`src/rtl/spike_rate_decoder.sv`:
```
// rtl/spike_rate_decoder.sv - windowed spike-count accumulator with sequential argmax and result handshake
//
// Ports:
//   clk, rst_n      : clock, synchronous active-low reset
//   start           : begin a decode window (sampled only in IDLE)
//   window_len      : number of valid timesteps in the window, latched with start
//   spikes_in       : one timestep of output spikes, bit i = neuron i
//   spikes_valid    : spikes_in carries a timestep this cycle
//   busy            : decoder is not idle
//   class_out       : winning neuron index (lowest index on ties)
//   class_count     : spike count of the winner
//   tie             : another neuron matched the winner's count
//   saturated       : some counter hit its ceiling during this window
//   result_valid    : result available, held until result_ready
//   result_ready    : consumer accepts the result
module spike_rate_decoder #(
    parameter int N_OUTPUTS = 10,
    parameter int CNT_WIDTH = 16,
    parameter int WIN_WIDTH = 16,
    localparam int IDX_W = (N_OUTPUTS > 1) ? $clog2(N_OUTPUTS) : 1
) (
    input  logic                 clk,
    input  logic                 rst_n,
    input  logic                 start,
    input  logic [WIN_WIDTH-1:0] window_len,
    input  logic [N_OUTPUTS-1:0] spikes_in,
    input  logic                 spikes_valid,
    output logic                 busy,
    output logic [IDX_W-1:0]     class_out,
    output logic [CNT_WIDTH-1:0] class_count,
    output logic                 tie,
    output logic                 saturated,
    output logic                 result_valid,
    input  logic                 result_ready
);

    typedef enum logic [1:0] {IDLE, ACCUM, SCAN, HOLD} state_t;

    localparam logic [IDX_W-1:0] LAST_IDX = IDX_W'(N_OUTPUTS - 1);

    state_t                 state_q, state_d;
    logic [CNT_WIDTH-1:0]   cnt_q [N_OUTPUTS];
    logic [CNT_WIDTH-1:0]   cnt_d [N_OUTPUTS];
    logic [WIN_WIDTH-1:0]   remaining_q, remaining_d;
    logic [IDX_W-1:0]       scan_j_q, scan_j_d;
    logic [IDX_W-1:0]       best_idx_q, best_idx_d;
    logic [CNT_WIDTH-1:0]   best_cnt_q, best_cnt_d;
    logic                   best_tie_q, best_tie_d;
    logic                   busy_q, busy_d;
    logic [IDX_W-1:0]       class_out_q, class_out_d;
    logic [CNT_WIDTH-1:0]   class_count_q, class_count_d;
    logic                   tie_q, tie_d;
    logic                   saturated_q, saturated_d;
    logic                   result_valid_q, result_valid_d;

    // Running-best update for the neuron currently under scan.
    logic [CNT_WIDTH-1:0]   cur_cnt;
    logic [IDX_W-1:0]       nb_idx;
    logic [CNT_WIDTH-1:0]   nb_cnt;
    logic                   nb_tie;

    always_comb begin
        cur_cnt = cnt_q[scan_j_q];
        nb_idx  = best_idx_q;
        nb_cnt  = best_cnt_q;
        nb_tie  = best_tie_q;
        if (scan_j_q == '0) begin
            nb_idx = '0;
            nb_cnt = cur_cnt;
            nb_tie = 1'b0;
        end else if (cur_cnt > best_cnt_q) begin
            nb_idx = scan_j_q;
            nb_cnt = cur_cnt;
            nb_tie = 1'b0;
        end else if (cur_cnt == best_cnt_q) begin
            nb_tie = 1'b1;
        end
    end

    always_comb begin
        state_d        = state_q;
        cnt_d          = cnt_q;
        remaining_d    = remaining_q;
        scan_j_d       = scan_j_q;
        best_idx_d     = best_idx_q;
        best_cnt_d     = best_cnt_q;
        best_tie_d     = best_tie_q;
        busy_d         = busy_q;
        class_out_d    = class_out_q;
        class_count_d  = class_count_q;
        tie_d          = tie_q;
        saturated_d    = saturated_q;
        result_valid_d = result_valid_q;

        case (state_q)
            IDLE: begin
                if (start) begin
                    for (int i = 0; i < N_OUTPUTS; i++) begin
                        cnt_d[i] = '0;
                    end
                    saturated_d = 1'b0;
                    remaining_d = window_len;
                    busy_d      = 1'b1;
                    scan_j_d    = '0;
                    // An empty window skips accumulation and scans all-zero counts.
                    state_d     = (window_len == '0) ? SCAN : ACCUM;
                end
            end
            ACCUM: begin
                if (spikes_valid) begin
                    for (int i = 0; i < N_OUTPUTS; i++) begin
                        if (spikes_in[i]) begin
                            if (cnt_q[i] == '1) begin
                                saturated_d = 1'b1;
                            end else begin
                                cnt_d[i] = cnt_q[i] + CNT_WIDTH'(1);
                            end
                        end
                    end
                    remaining_d = remaining_q - WIN_WIDTH'(1);
                    if (remaining_q == WIN_WIDTH'(1)) begin
                        scan_j_d = '0;
                        state_d  = SCAN;
                    end
                end
            end
            SCAN: begin
                best_idx_d = nb_idx;
                best_cnt_d = nb_cnt;
                best_tie_d = nb_tie;
                scan_j_d   = scan_j_q + IDX_W'(1);
                if (scan_j_q == LAST_IDX) begin
                    class_out_d    = nb_idx;
                    class_count_d  = nb_cnt;
                    tie_d          = nb_tie;
                    result_valid_d = 1'b1;
                    scan_j_d       = '0;
                    state_d        = HOLD;
                end
            end
            HOLD: begin
                if (result_ready) begin
                    result_valid_d = 1'b0;
                    busy_d         = 1'b0;
                    state_d        = IDLE;
                end
            end
            default: begin
                state_d = IDLE;
            end
        endcase
    end

    always_ff @(posedge clk) begin
        if (!rst_n) begin
            state_q        <= IDLE;
            for (int i = 0; i < N_OUTPUTS; i++) begin
                cnt_q[i] <= '0;
            end
            remaining_q    <= '0;
            scan_j_q       <= '0;
            best_idx_q     <= '0;
            best_cnt_q     <= '0;
            best_tie_q     <= 1'b0;
            busy_q         <= 1'b0;
            class_out_q    <= '0;
            class_count_q  <= '0;
            tie_q          <= 1'b0;
            saturated_q    <= 1'b0;
            result_valid_q <= 1'b0;
        end else begin
            state_q        <= state_d;
            cnt_q          <= cnt_d;
            remaining_q    <= remaining_d;
            scan_j_q       <= scan_j_d;
            best_idx_q     <= best_idx_d;
            best_cnt_q     <= best_cnt_d;
            best_tie_q     <= best_tie_d;
            busy_q         <= busy_d;
            class_out_q    <= class_out_d;
            class_count_q  <= class_count_d;
            tie_q          <= tie_d;
            saturated_q    <= saturated_d;
            result_valid_q <= result_valid_d;
        end
    end

    assign busy         = busy_q;
    assign class_out    = class_out_q;
    assign class_count  = class_count_q;
    assign tie          = tie_q;
    assign saturated    = saturated_q;
    assign result_valid = result_valid_q;

endmodule

```
`config.mk`:
```
export PLATFORM = sky130hd
export DESIGN_NAME = spike_rate_decoder
export DESIGN_NICKNAME = d
export VERILOG_FILES = /design/src/rtl/spike_rate_decoder.sv
export SDC_FILE = /design/constraint.sdc
export NUM_CORES = 1
export LEC_CHECK = 0
export ABC_AREA = 1
export CAP_MARGIN = 20
export CORE_ASPECT_RATIO = 1.4
export CORE_UTILIZATION = 60
export DETAILED_ROUTE_END_ITERATION = 8
export PLACE_DENSITY = 0.86
export SLEW_MARGIN = 0
export SYNTH_ARGS = -nofsm -noshare
export SYNTH_HDL_FRONTEND = slang
export SYNTH_SLANG_ARGS = --single-unit
```
`constraint.sdc`:
```
create_clock -name clk -period 3.6 [get_ports clk]
set_input_delay 0.72 -clock clk [delete_from_list [all_inputs] [get_ports clk]]
set_output_delay 0.72 -clock clk [all_outputs]
set_load 0.01 [all_outputs]
```
==> results of run 1 <==
power by group:
group          total (uW)  internal (uW)  switching (uW)
registers            2890           2720             177
logic                3940           1070            2870
clock network        2590           1500            1090
total                9430           5290            4130
path summary, 6_finish.rpt:
kind / end
min: result_valid
max: class_count[2]
max reg2reg: class_count[2]
min reg2reg: result_valid
layout make-up:
cell class	count	share of cell area
multi-input combinational	1733	0.532
clock inverter	9	0.00458
sequential	227	0.287
timing repair buffer	87	0.0514
clock buffer	35	0.0469
tap	306	0.0242
inverter	227	0.0541
sequential cells by signal, summed over array words and instances (netlist names):
signal / count
class_out: 4
busy: 1
best_cnt_q: 16
scan_j_q: 4
best_tie_q: 1
class_count: 16
cnt_q: 160
best_idx_q: 4
state_q: 2
saturated: 1
remaining_q: 16
result_valid: 1
tie: 1
routing by layer:
metal  track usage  vias to the layer above
met4         0.207                        0
met5             0                        -
li1              -                     7536
met3        0.0369                      163
met2         0.635                      705
met1         0.422                     7084
layout by cell type, fill, tap and decap left out, types with 18 or more instances in the layout:
cell type,n
nor3_1,59
nand2_1,571
buf_4,31
nor2_1,259
clkdlybuf4s50_1,54
nand4_1,45
o21ai_0,152
xor2_1,60
a21oi_1,242
ha_1,35
nand3_1,225
inv_1,215
o21a_1,18
dfxtp_1,226
clkbuf_16,25
logic make-up (layout without fill, tap and decap cells):
kind of cell / after synthesis / after routing / share of synthesized area
flops: 227 / 227 / 0.317
xor+xnor: 63 / 63 / 0.0385
compound gates: 440 / 440 / 0.162
buf+inv: 330 / 358 / 0.0956
fa+ha+maj: 36 / 36 / 0.0314
simple gates: 1194 / 1194 / 0.356
metrics by stage:
step / worst slack (ns) / instances
after detailed placement: 0.266 / 2580
final: 0.286 / 2624
after CTS: 0.473 / 2624
after global routing: 0.0972 / 2624
after floorplan: 0.838 / 2290
after global placement: 0.317 / 2580
worst reg2reg max path: cells and delay by family (launching register included):
kind                       cells  cell delay (ns)
buffers and inverters          5             0.63
AOI/OAI and AO/OA              1             0.52
adders and majority gates      1             0.35
DFF                            1             0.34
and+or+nand+nor               12             1.39
==> flow_metrics.env, run 1 <==
export IMPL_clockRootBuffer="clkbuf_16"
export IMPL_cts_tree="yes"
export IMPL_total_power_uw=9430
export IMPL_yosysTopAreaCellShare=0.317
export IMPL_ff2ff_setup_slack_ns=0.29
export IMPL_min_period_ns=3.31
export IMPL_cts_max_level=1
export IMPL_ant_nets=0
export IMPL_coreArea_sq_um=23400
export IMPL_cp_depth=19
export IMPL_ir_drop_mv=0.553
export IMPL_worst_slew_pin_slew_ns=1.08
export IMPL_hpwl_um=31400
export IMPL_ys_seq_area_frac=0.317
export IMPL_grt_pass1_wl_um=71100
export IMPL_start_util=0.613
export IMPL_syn_area_sq_um=14300
export IMPL_nFillCells=2119
export IMPL_cts_buffers=25
export IMPL_finalWirelength_um=44300
export IMPL_rsz0062_at_grt="no"
export IMPL_grt_pass1_vias=14200
export IMPL_slew_viol_final=0
export IMPL_finalCritPeriodShare=0.920
export IMPL_antenna_found_initial=0
export IMPL_hold_depth=2
export IMPL_synth_commonest_cells="nand2_1, nor2_1, a21oi_1"
export IMPL_critical_path_most_common_cell="nand2_1"
export IMPL_die_area_sq_um=24500
export IMPL_grt_total_usage=0.359
export IMPL_yosys_warnings=0
export IMPL_final_core_util=0.678
export IMPL_via_per_inst=5.90
export IMPL_grt_max_degree=85
export IMPL_async_reset_ff_frac=0
export IMPL_setup_tns_ns=0
export IMPL_holdCritPathClass="flop to flop"
export IMPL_critPathTopFamily="simple AND/OR/NAND/NOR gates"
export IMPL_regToRegStartpoint="scan_j_q[0]"
export IMPL_postCtsSetupBuffers=0
export IMPL_die_h_um=185
export IMPL_yosysMostFrequentCell="nand2_1"
export IMPL_place_port_buffers=54
export IMPL_wl_met1_um=17100
export IMPL_cp_max_fo=42
export IMPL_routedWlPerCell_um=16.9
export IMPL_hold_buffers=0
export IMPL_synth_edf_count=0
export IMPL_crit_buf_inv=5
export IMPL_drive_above_1_share=0.0453
export IMPL_power_density_nw_per_um2=595
export IMPL_crit_path_top_delay_cell="o21ai_0"
export IMPL_synthCells=2290
export IMPL_first_pass_iters=8
export IMPL_avgSynthCellArea_sq_um=6.26
export IMPL_fin_skew_ns=0.0162
export IMPL_syn_nets=2357
export IMPL_crit_path_start="scan_j_q[0]"
export IMPL_grt_overflow=0
export IMPL_crit_chain="inv_1 -> buf_4 -> o21ai_0 -> nand2_1 -> nand2_1 -> nand3_1 -> ha_1 -> nand2_1 -> nor2_1 -> nand2_1 -> inv_1 -> nand2_1 -> nand4_1 -> nand2_1 -> buf_4 -> nand3_1 -> nand3_1 -> nand2_1 -> inv_1"
export IMPL_max_freq_ghz=0.302
export IMPL_top_layer_used="met4"
export IMPL_post_cts_resized=0
export IMPL_place_area_sq_um=15000
export IMPL_die_width_um=133
export IMPL_insertedDiodeCount=0
export IMPL_slowest_delay_ns=0.51
export IMPL_whs_ns=0.468
export IMPL_routabilityCongestion=1.03
export IMPL_cp_required_ns=4.03
export IMPL_wl_met3_um=3240
export IMPL_max_slew_margin_rel=0.281
export IMPL_drt_iter0_drc=1440
export IMPL_seqCellArea_sq_um=4550
export IMPL_num_rows=66
export IMPL_hold_start="result_valid"
export IMPL_multiInputGateArea_sq_um=8420
export IMPL_drc=0
export IMPL_synth_seq_cells=227
export IMPL_crit_arrival_ns=3.75
export IMPL_nets=2368
export IMPL_status="finished clean"
export IMPL_synthFlopType="dfxtp_1"
export IMPL_ys_types=48
export IMPL_worstSetupPathType="flop to flop"
export IMPL_synth_area_leader_cell="dfxtp_1"
export IMPL_area_growth_pct=10.5
export IMPL_synthTopCellsByArea="dfxtp_1, nand2_1, a21oi_1"
export IMPL_num_io_pins=55
export IMPL_vias=15500
export IMPL_cts_sinks=227
export IMPL_clk_latency_ns=0.53
export IMPL_hold_viol_final=0
export IMPL_r2r_cells=19
export IMPL_clockBufferDepth=3
export IMPL_startpoint_type="flop"
export IMPL_endpoint_kind="flop"
export IMPL_path_clk_slew_ns=0.06
export IMPL_maxCapViolCount=0
export IMPL_p_leak_uw=0.00594
export IMPL_setup_viol=0
export IMPL_wl_met2_um=21500
export IMPL_final_area_sq_um=15800
No activity file was read; power rests on OpenSTA's default activity.
==> run 2: changes to the inputs <==
clock period = 3.3 ns   (was 3.6 ns; I/O delays follow)
==> run 2 against run 1 <==
Cell area is 0.84% higher; sequential power is 9.0% higher; flip-flop and latch count stayed put; combinational power is 12% higher; via count hardly changed; die area stayed put; utilization is 0.57 points higher; fmax is 7.3% higher; hold slack better by 0.017 ns; largest power group unchanged; global-route usage hardly changed; clock skew is 0.011 ns higher.
==> flow_metrics.env, run 2 (synthesis results as in run 1) <==
export IMPL_status="finished clean"
export IMPL_p_int_uw=6010
export IMPL_fin_skew_ns=0.0269
export IMPL_min_period_ns=3.09
export IMPL_layout_common_cells="nand2_1, nor2_1, a21oi_1"
export IMPL_postCtsSetupBuffers=0
export IMPL_clock_power_share=0.284
export IMPL_grt_pass1_vias=14600
export IMPL_first_pass_iters=6
export IMPL_worst_slack_ns=0.213
export IMPL_clockBufferDepth=3
export IMPL_max_freq_ghz=0.324
export IMPL_nets=2376
export IMPL_layout_commonest_cell="nand2_1"
export IMPL_use_met2=0.640
export IMPL_hpwl_um=31500
export IMPL_num_io_pins=55
export IMPL_worstSetupPathType="flop to flop"
export IMPL_finalWirelength_um=44100
export IMPL_drt_iter0_drc=1351
export IMPL_routedWlPerCell_um=16.7
export IMPL_hold_viol_final=0
export IMPL_vias=15500
export IMPL_p_comb_frac=0.418
export IMPL_max_slew_margin_rel=0.299
export IMPL_clk_latency_ns=0.55
export IMPL_grt_total_usage=0.359
export IMPL_drive_above_1_share=0.0490
export IMPL_die_width_um=133
export IMPL_startpoint_type="flop"
export IMPL_drc=0
export IMPL_maxCapViolCount=0
export IMPL_via_per_inst=5.88
export IMPL_p_seq_frac=0.298
export IMPL_insertedDiodeCount=0
export IMPL_dp_cells=2588
export IMPL_cts_max_level=1
export IMPL_slew_viol_final=0
export IMPL_grt_max_degree=87
export IMPL_ant_nets=0
export IMPL_place_port_buffers=54
export IMPL_cp_required_ns=3.73
export IMPL_area_growth_pct=11.4
export IMPL_crit_arrival_ns=3.52
export IMPL_finalCritPeriodShare=0.935
export IMPL_use_met3=0.0490
export IMPL_setup_tns_ns=0
export IMPL_cts_sinks=227
export IMPL_path_clk_slew_ns=0.06
export IMPL_finalNonFillerCells=2633
export IMPL_power_density_nw_per_um2=662
export IMPL_grt_overflow=0
export IMPL_cp_max_fo=25
export IMPL_coreArea_sq_um=23400
export IMPL_worst_slew_pin_slew_ns=1.05
export IMPL_grt_use_met1=0.410
export IMPL_clockRootBuffer="clkbuf_16"
export IMPL_cts_buffers=25
export IMPL_setup_viol=0
export IMPL_grt_pass1_wl_um=71400
export IMPL_die_area_sq_um=24500
export IMPL_dp_slack_ns=0.192
export IMPL_whs_ns=0.486
export IMPL_rsz0062_at_grt="no"
export IMPL_p_sw_frac=0.432
export IMPL_cts_tree="yes"
export IMPL_antenna_found_initial=0
export IMPL_nFillCells=2088
export IMPL_power_switching_uw=4560
export IMPL_start_util=0.613
export IMPL_largest_register_ffs=160
export IMPL_p_leak_uw=0.00600
export IMPL_holdCritPathClass="flop to flop"
export IMPL_die_h_um=185
export IMPL_hold_buffers=0
export IMPL_grt_busiest_layer="met2"
export IMPL_regMostFlops="cnt_q"
export IMPL_endpoint_kind="flop"
export IMPL_num_rows=66
export IMPL_ir_drop_mv=0.606
export IMPL_routabilityCongestion=0.995
==> run 2: cell count changes in the layout (fill, tap and decap cells not counted), moves of 2 or more <==
cell       delta
buf_4         +4
clkinv_2      -4
buf_6         +3
bufinv_16     +2
clkbuf_1      +2
o21ai_0       -2
o21ai_1       +2
==> run 2: final timing paths <==
path / start / endpoint / slack [ns] / depth (start not counted)
worst min-delay path: cnt_q[127] / cnt_q[127] / 0.49 / 2
worst max-delay path: scan_j_q[0] / class_count[2] / 0.21 / 20
worst max register to register: scan_j_q[0] / class_count[2] / 0.21 / 20
worst min register to register: cnt_q[127] / cnt_q[127] / 0.49 / 2
==> run 2: layout make-up <==
type	count	area, sq um	area share
clock inverter	9	129	0.00807
timing repair buffer	95	892	0.0559
tap	306	383	0.0240
clock buffer	36	737	0.0462
inverter	227	857	0.0537
sequential	227	4550	0.285
multi-input combinational	1733	8420	0.528
==> run 2: timing repair <==
action                     CTS  global route
gates resized for setup      0             9
hold endpoints to repair     0             0
setup endpoints to repair    0            42
==> run 2: power by group through the flow <==
stage,registers [uW],clock network (uW),logic [uW]
after floorplan,3160,0,3190
after global placement,3200,0,4170
after detailed placement,3210,0,4280
after CTS,3150,3020,4310
after global routing,3180,3130,4820
final,3150,3000,4420
==> run 2: routing by layer <==
layer,share of wire,vias to the layer above,wire [um]
li1,-,7542,-
met1,0.38,7104,16700
met2,0.49,667,21600
met3,0.074,177,3270
met4,0.057,0,2520
met5,0,-,0
==> run 2: through the flow <==
step	cell area [sq um]	util	power (uW)
2_1_floorplan	14300	-	6340
3_3_place_gp	15100	0.645	7370
3_5_place_dp	15100	0.645	7490
4_1_cts	15900	0.682	10500
5_1_grt	16000	0.683	11100
6_report	16000	0.683	10600
==> run 2: critical path, stage by stage (launching register included) <==
cell	delay (ns)
dfxtp_2	0.35
inv_1	0.09
buf_6	0.18
o21ai_0	0.48
nand2_1	0.11
nand2_1	0.20
nand3_1	0.16
ha_1	0.33
nand2_1	0.06
nand2_1	0.04
nand2_1	0.05
nand2_1	0.04
nand2_1	0.06
nand4_1	0.10
nand2_1	0.12
nand2_1	0.07
buf_4	0.19
nand2_1	0.09
nand3_1	0.10
nand2_1	0.09
inv_1	0.03
